[src/rtl/rv_types.sv]
// Shared types, register offsets and FSM state encodings for the rv_sio UART.
package rv_types;

    typedef logic [3:0]  u4_t;
    typedef logic [7:0]  u8_t;
    typedef logic [31:0] u32_t;

    localparam logic [4:0] ADR_DATA = 5'h00;
    localparam logic [4:0] ADR_STAT = 5'h04;
    localparam logic [4:0] ADR_CTRL = 5'h08;
    localparam logic [4:0] ADR_BAUD = 5'h0C;

    typedef enum logic {
        TX_IDLE,
        TX_RUN
    } tx_st_e;

    typedef enum logic [1:0] {
        RX_IDLE,
        RX_START,
        RX_DATA,
        RX_STOP
    } rx_st_e;

endpackage

[src/rtl/sio_fifo.sv]
// Synchronous byte FIFO with full/empty flags; DEPTH=1 acts as a holding register.
module sio_fifo
    import rv_types::*;
#(
    parameter int DEPTH = 16
) (
    input  logic clk,
    input  logic xreset,
    input  logic push,
    input  u8_t  din,
    input  logic pop,
    output u8_t  dout,
    output logic full,
    output logic empty
);

    localparam int AW = (DEPTH > 1) ? $clog2(DEPTH) : 1;
    localparam int CW = $clog2(DEPTH + 1);

    u8_t           mem_q [DEPTH];
    logic [AW-1:0] wp_q, wp_d;
    logic [AW-1:0] rp_q, rp_d;
    logic [CW-1:0] cnt_q, cnt_d;
    logic          do_push;
    logic          do_pop;

    function automatic logic [AW-1:0] inc(input logic [AW-1:0] p);
        return (p == AW'(DEPTH - 1)) ? '0 : p + 1'b1;
    endfunction

    assign full    = (cnt_q == CW'(DEPTH));
    assign empty   = (cnt_q == '0);
    assign do_pop  = pop & ~empty;
    // a pop in the same cycle frees the slot a full FIFO needs for the push
    assign do_push = push & (~full | do_pop);
    assign dout    = mem_q[rp_q];

    always_comb begin
        wp_d  = do_push ? inc(wp_q) : wp_q;
        rp_d  = do_pop ? inc(rp_q) : rp_q;
        cnt_d = cnt_q + CW'(do_push) - CW'(do_pop);
    end

    always_ff @(posedge clk) begin
        if (xreset) begin
            wp_q  <= '0;
            rp_q  <= '0;
            cnt_q <= '0;
        end else begin
            wp_q  <= wp_d;
            rp_q  <= rp_d;
            cnt_q <= cnt_d;
        end
    end

    always_ff @(posedge clk) begin
        if (do_push) mem_q[wp_q] <= din;
    end

endmodule

[src/rtl/rv_sio.sv]
// 8N1 UART with bus register window; define RV_SIO_FIFO_EN for FIFO_DEPTH-entry
// TX/RX FIFOs, otherwise single-byte holding registers.
module rv_sio
    import rv_types::*;
#(
    parameter int DIV_RST    = 867,
    parameter int FIFO_DEPTH = 16
) (
    input  logic        clk,
    input  logic        xreset,
    input  logic [4:0]  adr,
    input  logic        cs,
    input  logic        rdy,
    input  logic [3:0]  we,
    input  logic        re,
    input  logic [31:0] dw,
    output logic [31:0] dr,
    output logic        irq,
    input  logic        rxd,
    output logic        txd,
    input  logic        dsr,
    output logic        dtr,
    output logic        txen
);

`ifdef RV_SIO_FIFO_EN
    localparam int DEPTH = FIFO_DEPTH;
`else
    localparam int DEPTH = 1;
`endif

    logic        acc, rd_en, clr_ovr, clr_ferr;
    logic        tx_push, tx_pop, tx_full, tx_empty, tx_go;
    logic        rx_pop, rx_full, rx_empty, rx_done, rx_ferr;
    u8_t         tx_dout, rx_dout;
    u32_t        rdata;
    logic        unused_ok;

    logic [2:0]  ctrl_q, ctrl_d;
    logic [15:0] baud_q, baud_d;
    logic        ovr_q, ovr_d, ferr_q, ferr_d, irq_q, irq_d;
    u32_t        dr_q, dr_d;

    tx_st_e      tx_st_q, tx_st_d;
    logic [9:0]  tx_sh_q, tx_sh_d;
    u4_t         tx_bit_q, tx_bit_d;
    logic [15:0] tx_cnt_q, tx_cnt_d;
    logic        txen_q, txen_d;

    rx_st_e      rx_st_q, rx_st_d;
    logic        rx_s1_q, rx_s1_d, rx_s2_q, rx_s2_d, rx_prev_q, rx_prev_d;
    logic [15:0] rx_cnt_q, rx_cnt_d;
    logic [2:0]  rx_bit_q, rx_bit_d;
    u8_t         rx_sh_q, rx_sh_d;

    assign acc      = cs & rdy;
    assign rd_en    = acc & re;
    assign tx_push  = acc & we[0] & (adr == ADR_DATA);
    assign rx_pop   = rd_en & (adr == ADR_DATA);
    assign clr_ovr  = acc & we[0] & (adr == ADR_STAT) & dw[3];
    assign clr_ferr = acc & we[0] & (adr == ADR_STAT) & dw[4];
    assign tx_go    = (tx_st_q == TX_IDLE) & ~tx_empty & (~ctrl_q[2] | dsr);
    assign tx_pop   = tx_go;
    assign unused_ok = ^{dw[31:16], we[3:2], 1'(FIFO_DEPTH)};

    sio_fifo #(.DEPTH(DEPTH)) u_tx_fifo (
        .clk(clk), .xreset(xreset), .push(tx_push), .din(dw[7:0]),
        .pop(tx_pop), .dout(tx_dout), .full(tx_full), .empty(tx_empty)
    );

    sio_fifo #(.DEPTH(DEPTH)) u_rx_fifo (
        .clk(clk), .xreset(xreset), .push(rx_done), .din(rx_sh_q),
        .pop(rx_pop), .dout(rx_dout), .full(rx_full), .empty(rx_empty)
    );

    always_comb begin
        rdata = '0;
        unique case (adr)
            ADR_DATA: rdata = rx_empty ? '0 : {24'b0, rx_dout};
            ADR_STAT: rdata = {27'b0, ferr_q, ovr_q,
                               tx_empty & (tx_st_q == TX_IDLE),
                               tx_full, ~rx_empty};
            ADR_CTRL: rdata = {29'b0, ctrl_q};
            ADR_BAUD: rdata = {16'b0, baud_q};
            default:  rdata = '0;
        endcase
    end

    always_comb begin
        ctrl_d = ctrl_q;
        baud_d = baud_q;
        dr_d   = rd_en ? rdata : dr_q;
        if (acc && we[0] && adr == ADR_CTRL) ctrl_d = dw[2:0];
        if (acc && adr == ADR_BAUD) begin
            if (we[0]) baud_d[7:0]  = dw[7:0];
            if (we[1]) baud_d[15:8] = dw[15:8];
        end
        ovr_d  = (ovr_q & ~clr_ovr) | (rx_done & rx_full & ~rx_pop);
        ferr_d = (ferr_q & ~clr_ferr) | rx_ferr;
        irq_d  = (ctrl_q[0] & ~rx_empty) | (ctrl_q[1] & tx_empty);
    end

    // txd is the LSB of a shifter that idles at all-ones
    always_comb begin
        tx_st_d  = tx_st_q;
        tx_sh_d  = tx_sh_q;
        tx_bit_d = tx_bit_q;
        tx_cnt_d = tx_cnt_q;
        txen_d   = txen_q;
        unique case (tx_st_q)
            TX_IDLE: if (tx_go) begin
                tx_st_d  = TX_RUN;
                tx_sh_d  = {1'b1, tx_dout, 1'b0};
                tx_bit_d = '0;
                tx_cnt_d = baud_q;
                txen_d   = 1'b1;
            end
            TX_RUN: if (tx_cnt_q == '0) begin
                if (tx_bit_q == 4'd9) begin
                    tx_st_d = TX_IDLE;
                    tx_sh_d = '1;
                    txen_d  = 1'b0;
                end else begin
                    tx_bit_d = tx_bit_q + 1'b1;
                    tx_sh_d  = {1'b1, tx_sh_q[9:1]};
                    tx_cnt_d = baud_q;
                end
            end else begin
                tx_cnt_d = tx_cnt_q - 1'b1;
            end
            default: tx_st_d = TX_IDLE;
        endcase
    end

    always_comb begin
        rx_s1_d   = rxd;
        rx_s2_d   = rx_s1_q;
        rx_prev_d = rx_s2_q;
        rx_st_d   = rx_st_q;
        rx_cnt_d  = rx_cnt_q;
        rx_bit_d  = rx_bit_q;
        rx_sh_d   = rx_sh_q;
        rx_done   = 1'b0;
        rx_ferr   = 1'b0;
        unique case (rx_st_q)
            RX_IDLE: if (rx_prev_q && !rx_s2_q) begin
                rx_st_d  = RX_START;
                rx_cnt_d = baud_q >> 1;
            end
            RX_START: if (rx_cnt_q == '0) begin
                rx_st_d  = rx_s2_q ? RX_IDLE : RX_DATA;
                rx_cnt_d = baud_q;
                rx_bit_d = '0;
            end else begin
                rx_cnt_d = rx_cnt_q - 1'b1;
            end
            RX_DATA: if (rx_cnt_q == '0) begin
                rx_sh_d  = {rx_s2_q, rx_sh_q[7:1]};
                rx_cnt_d = baud_q;
                rx_bit_d = rx_bit_q + 1'b1;
                if (rx_bit_q == 3'd7) rx_st_d = RX_STOP;
            end else begin
                rx_cnt_d = rx_cnt_q - 1'b1;
            end
            RX_STOP: if (rx_cnt_q == '0) begin
                rx_st_d = RX_IDLE;
                rx_done = rx_s2_q;
                rx_ferr = ~rx_s2_q;
            end else begin
                rx_cnt_d = rx_cnt_q - 1'b1;
            end
            default: rx_st_d = RX_IDLE;
        endcase
    end

    always_ff @(posedge clk) begin
        if (xreset) begin
            ctrl_q    <= '0;
            baud_q    <= 16'(DIV_RST);
            ovr_q     <= 1'b0;
            ferr_q    <= 1'b0;
            irq_q     <= 1'b0;
            dr_q      <= '0;
            tx_st_q   <= TX_IDLE;
            tx_sh_q   <= '1;
            tx_bit_q  <= '0;
            tx_cnt_q  <= '0;
            txen_q    <= 1'b0;
            rx_st_q   <= RX_IDLE;
            rx_s1_q   <= 1'b1;
            rx_s2_q   <= 1'b1;
            rx_prev_q <= 1'b1;
            rx_cnt_q  <= '0;
            rx_bit_q  <= '0;
            rx_sh_q   <= '0;
        end else begin
            ctrl_q    <= ctrl_d;
            baud_q    <= baud_d;
            ovr_q     <= ovr_d;
            ferr_q    <= ferr_d;
            irq_q     <= irq_d;
            dr_q      <= dr_d;
            tx_st_q   <= tx_st_d;
            tx_sh_q   <= tx_sh_d;
            tx_bit_q  <= tx_bit_d;
            tx_cnt_q  <= tx_cnt_d;
            txen_q    <= txen_d;
            rx_st_q   <= rx_st_d;
            rx_s1_q   <= rx_s1_d;
            rx_s2_q   <= rx_s2_d;
            rx_prev_q <= rx_prev_d;
            rx_cnt_q  <= rx_cnt_d;
            rx_bit_q  <= rx_bit_d;
            rx_sh_q   <= rx_sh_d;
        end
    end

    assign dr   = dr_q;
    assign irq  = irq_q;
    assign txd  = tx_sh_q[0];
    assign txen = txen_q;
    assign dtr  = ~rx_full;

endmodule

[config.mk]
export PLATFORM = sky130hd
export DESIGN_NAME = rv_sio
export DESIGN_NICKNAME = d
export VERILOG_FILES = /design/src/rtl/rv_types.sv /design/src/rtl/sio_fifo.sv /design/src/rtl/rv_sio.sv
export SDC_FILE = /design/constraint.sdc
export NUM_CORES = 1
export LEC_CHECK = 0
export BUFFER_PORTS_ARGS = -buffer_cell sky130_fd_sc_hd__buf_2
export CAP_MARGIN = 20
export CORE_MARGIN = 2
export CORE_UTILIZATION = 45
export DETAILED_ROUTE_END_ITERATION = 8
export PLACE_DENSITY = 0.69
export SLEW_MARGIN = 25
export SYNTH_ARGS = -nofsm -noshare
export SYNTH_HDL_FRONTEND = slang
export SYNTH_SLANG_ARGS = --single-unit
export TNS_END_PERCENT = 5
[constraint.sdc]
create_clock -name clk -period 2.7 [get_ports clk]
set_clock_uncertainty 0.2 [all_clocks]
set_input_delay 0.27 -clock clk [delete_from_list [all_inputs] [get_ports clk]]
set_output_delay 0.27 -clock clk [all_outputs]
set_load 0.01 [all_outputs]
==> flow_summary_export.csv <==
group,metric,value,unit
run_status,status,"complete, no violations",
cts,htreeDepth,4,
routing,routedWlPerCell,16.4,um
timing,finalHoldViolCount,0,
routing,num_vias,5438,
setup_path,cp.arrival,2.62,ns
power_and_ir_drop,powerDensity,725,nW/um^2
cts,max-clock-path-buffers,2,
routing,top_layer_used,"met4",
placed_design,io_buffer_count,49,
logic_synthesis,synth_most_common_cell,"dfxtp_1",
logic_synthesis,synthCells,691,
routing,routed_wl,15600,um
logic_synthesis,yosys_register_bits,119,
routing,met1Wirelength,6660,um
logic_synthesis,ys_seq_area_share,42.7,%
setup_path,reg2reg_depth,8,
placed_design,post-place-cells,897,
logic_synthesis,async_reset_ff_share,0,%
timing,setup_viol,0,
routing,viasPerCell,5.72,
logic_synthesis,ys.flop_type,"dfxtp_1",
timing,finalSetupTns,0,ns
placed_design,placed_area,6360,um^2
layout,fin_area,7140,um^2
grt,grt_pass1_vias,5197,
die,chipWidth,119,um
die,io_pins,84,
layout,diodes,0,
timing,finalCritPeriodShare,93.3,%
grt,overflow,0,
cts,clk_pin_slew,0.06,ns
placed_design,place.gp.congestion,0.942,
logic_synthesis,yosys.area.top_type,"dfxtp_1",
worst_hold_path,holdCritStartpoint,"adr[2]",
setup_path,crit_type,"reg2reg",
worst_hold_path,hp-class,"in2reg",
logic_synthesis,netlist.area_leader.share,34.6,%
routing,dr.pass1.iters,6,
grt,grt_pass1_wl,25500,um
cts,cts_made_buffers,17,
logic_synthesis,yosysUniqueCellTypes,76,
setup_path,r2r_end,"tx_cnt_q[6]",
power_and_ir_drop,p_leak,2.86,nW
logic_synthesis,syn-cell-area,5960,um^2
layout,area_growth,19.9,%
logic_synthesis,synthTopCellsByArea,"dfxtp_1 35%, edfxtp_1 8.1%, nand2_1 5.2%",
routing,wl_met3,1030,um
setup_path,crit_fanout,8,
die,die-area,14200,um^2
die,coreArea,13100,um^2
routing,postRouteAntennaNets,0,
routing,dr.first_iter.drc_count,454,
timing,fmax,0.397,GHz
cts,insertion_delay,0.41,ns
logic_synthesis,synth_common_cells,"103 x dfxtp_1, 83 x nand2_1, 68 x nor2_1",
power_and_ir_drop,vdd_drop_max,0.476,mV
placed_design,dp_hpwl,10700,um
grt,grt_max_degree,34,
logic_synthesis,syn_area_per_cell,8.62,um^2
die,fp-row-count,42,
cts,clock_sinks,119,
timing,rsz0062_at_grt,"no",
setup_path,r2r_start,"tx_cnt_q[0]",
grt,grt_usage,22.3,%
layout,fin_util,54.6,%
cts,tritoncts,"built",
grt,antenna_found_initial,0,
layout,fin_nets,822,
setup_path,crit_path_end_kind,"register",
die,die_h,119,um
worst_hold_path,hold_depth,4,
setup_path,cp-start-kind,"register",
routing,drc,0,
layout,drive_gt1_share,17.2,%
timing,tightestPinTransition,0.975,ns
die,start_util,45.5,%
layout,layoutNonFillerInstCount,950,
cts,cts_setup_buffers,0,
timing,slew_violations,0,
cts,cts_root_buffer,"clkbuf_16",
timing,post-route-min-period,2.52,ns
setup_path,rrSetupSlack,0.18,ns
timing,slew_headroom,34.9,%
job,drv_cap,0,
power_and_ir_drop,power.total,5.18,mW
setup_path,crit_required,2.80,ns
logic_synthesis,yosys_warnings,0,
worst_hold_path,worstHoldEndpoint,"dr[0]",
routing,met2_length,7560,um
logic_synthesis,synth_edf_count,16,
[critical path, stage by stage, from the launching register on]
cell and delay (ns):
dfxtp_1 0.34, inv_1 0.11, ha_1 0.14, nor2b_1 0.20, nand4_2 0.21, o21ai_0 0.43
nand2b_1 0.29, buf_4 0.23, o221a_2 0.25
[per-stage QoR]
step,worst slack (ns),hold slack [ns]
2_1_floorplan,0.342,0.169
3_3_place_gp,0.292,0.194
3_5_place_dp,0.170,0.198
4_1_cts,0.151,0.166
5_1_grt,0.0231,0.211
6_report,0.181,0.186
[area by class of cell]
cell class | instances | area, um^2
clock buffer | 17 | 425
clock inverter | 15 | 134
fill | 1145 | 5940
inverter | 16 | 60.1
multi-input combinational | 511 | 3110
sequential | 119 | 2540
tap | 176 | 220
timing repair buffer | 96 | 651
[placed cells by master (no fill, tap or decap), types with 8 or more instances in the layout]
| cell type | Yosys | layout |
|---|---|---|
| nor3_1 | 28 | 28 |
| nor2b_1 | 12 | 12 |
| a31oi_1 | 10 | 10 |
| buf_2 | 5 | 49 |
| buf_4 | 18 | 26 |
| dfxtp_1 | 103 | 103 |
| dlygate4sd3_1 | 0 | 21 |
| inv_1 | 16 | 16 |
| mux2i_1 | 14 | 14 |
| nor2_1 | 68 | 68 |
| conb_1 | 1 | 16 |
| or3_1 | 8 | 8 |
| clkbuf_16 | 0 | 17 |
| nand2_1 | 83 | 83 |
| a21oi_1 | 46 | 46 |
| nand3_1 | 33 | 33 |
| o21ai_0 | 27 | 27 |
| and3_1 | 9 | 9 |
| xor2_1 | 8 | 8 |
| ha_1 | 13 | 13 |
| edfxtp_1 | 16 | 16 |
| o211ai_1 | 8 | 8 |
[registers in the layout, indices dropped and copies added, names as in the netlist, named ones only]
name,flops
tx_cnt_q,16
rx_sh_q,8
txen,1
dr,16
rx_cnt_q,16
ferr_q,1
rx_s1_q,1
tx_st_q,1
ovr_q,1
u_tx_fifo.mem_q,8
ctrl_q,3
rx_st_q,1
u_tx_fifo.full,1
tx_sh_q,9
rx_prev_d,1
irq,1
rx_prev_q,1
baud_q,16
u_rx_fifo.mem_q,8
tx_bit_q,4
u_rx_fifo.full,1
rx_bit_q,3
[how the worst max path moves through the flow]
| stage | from | to | slack [ns] |
|---|---|---|---|
| 2_1_floorplan | rx_cnt_q[0] | rx_cnt_q[12] | 0.34 |
| 3_3_place_gp | rx_cnt_q[0] | rx_cnt_q[12] | 0.29 |
| 3_5_place_dp | rx_cnt_q[0] | rx_cnt_q[12] | 0.17 |
| 4_1_cts | rx_cnt_q[0] | rx_cnt_q[12] | 0.15 |
| 5_1_grt | tx_cnt_q[0] | tx_cnt_q[6] | 0.02 |
| 6_report | tx_cnt_q[0] | tx_cnt_q[6] | 0.18 |
[timing repair]
| item | in CTS | in global routing |
|---|---|---|
| setup endpoints to repair | 0 | 2 |
| resized for setup | 0 | 2 |
| hold buffers | 21 | 0 |
| hold endpoints to repair | 29 | 0 |
[metal layers]
| layer | vias up | global-route usage, % |
|---|---|---|
| met4 | 0 | 9.82 |
| met3 | 33 | 4.89 |
| met2 | 228 | 37.4 |
| met5 | - | 0 |
| met1 | 2556 | 27.6 |
| li1 | 2621 | - |
[power by group]
| group | switching [mW] | leakage [nW] | internal (mW) |
|---|---|---|---|
| clock | 0.905 | 0.270 | 1.21 |
| combinational | 0.655 | 1.61 | 0.472 |
| sequential | 0.0864 | 0.980 | 1.85 |
[logic make-up (layout without fill, tap and decap cells)]
| logic type | after synthesis | in the layout | synth area share [%] |
|---|---|---|---|
| buffers and inverters | 76 | 144 | 6.28 |
| flip-flops | 119 | 119 | 42.7 |
| other | 1 | 16 | 0.0630 |
| adder cells (fa/ha/maj) | 13 | 13 | 2.73 |
| multiplexers | 17 | 17 | 2.92 |
| AO/OA/AOI/OAI | 165 | 165 | 19.1 |
| XOR/XNOR | 15 | 15 | 2.21 |
| AND/OR/NAND/NOR | 285 | 285 | 24.0 |
Note: power is estimated with default switching activity, not from simulation.
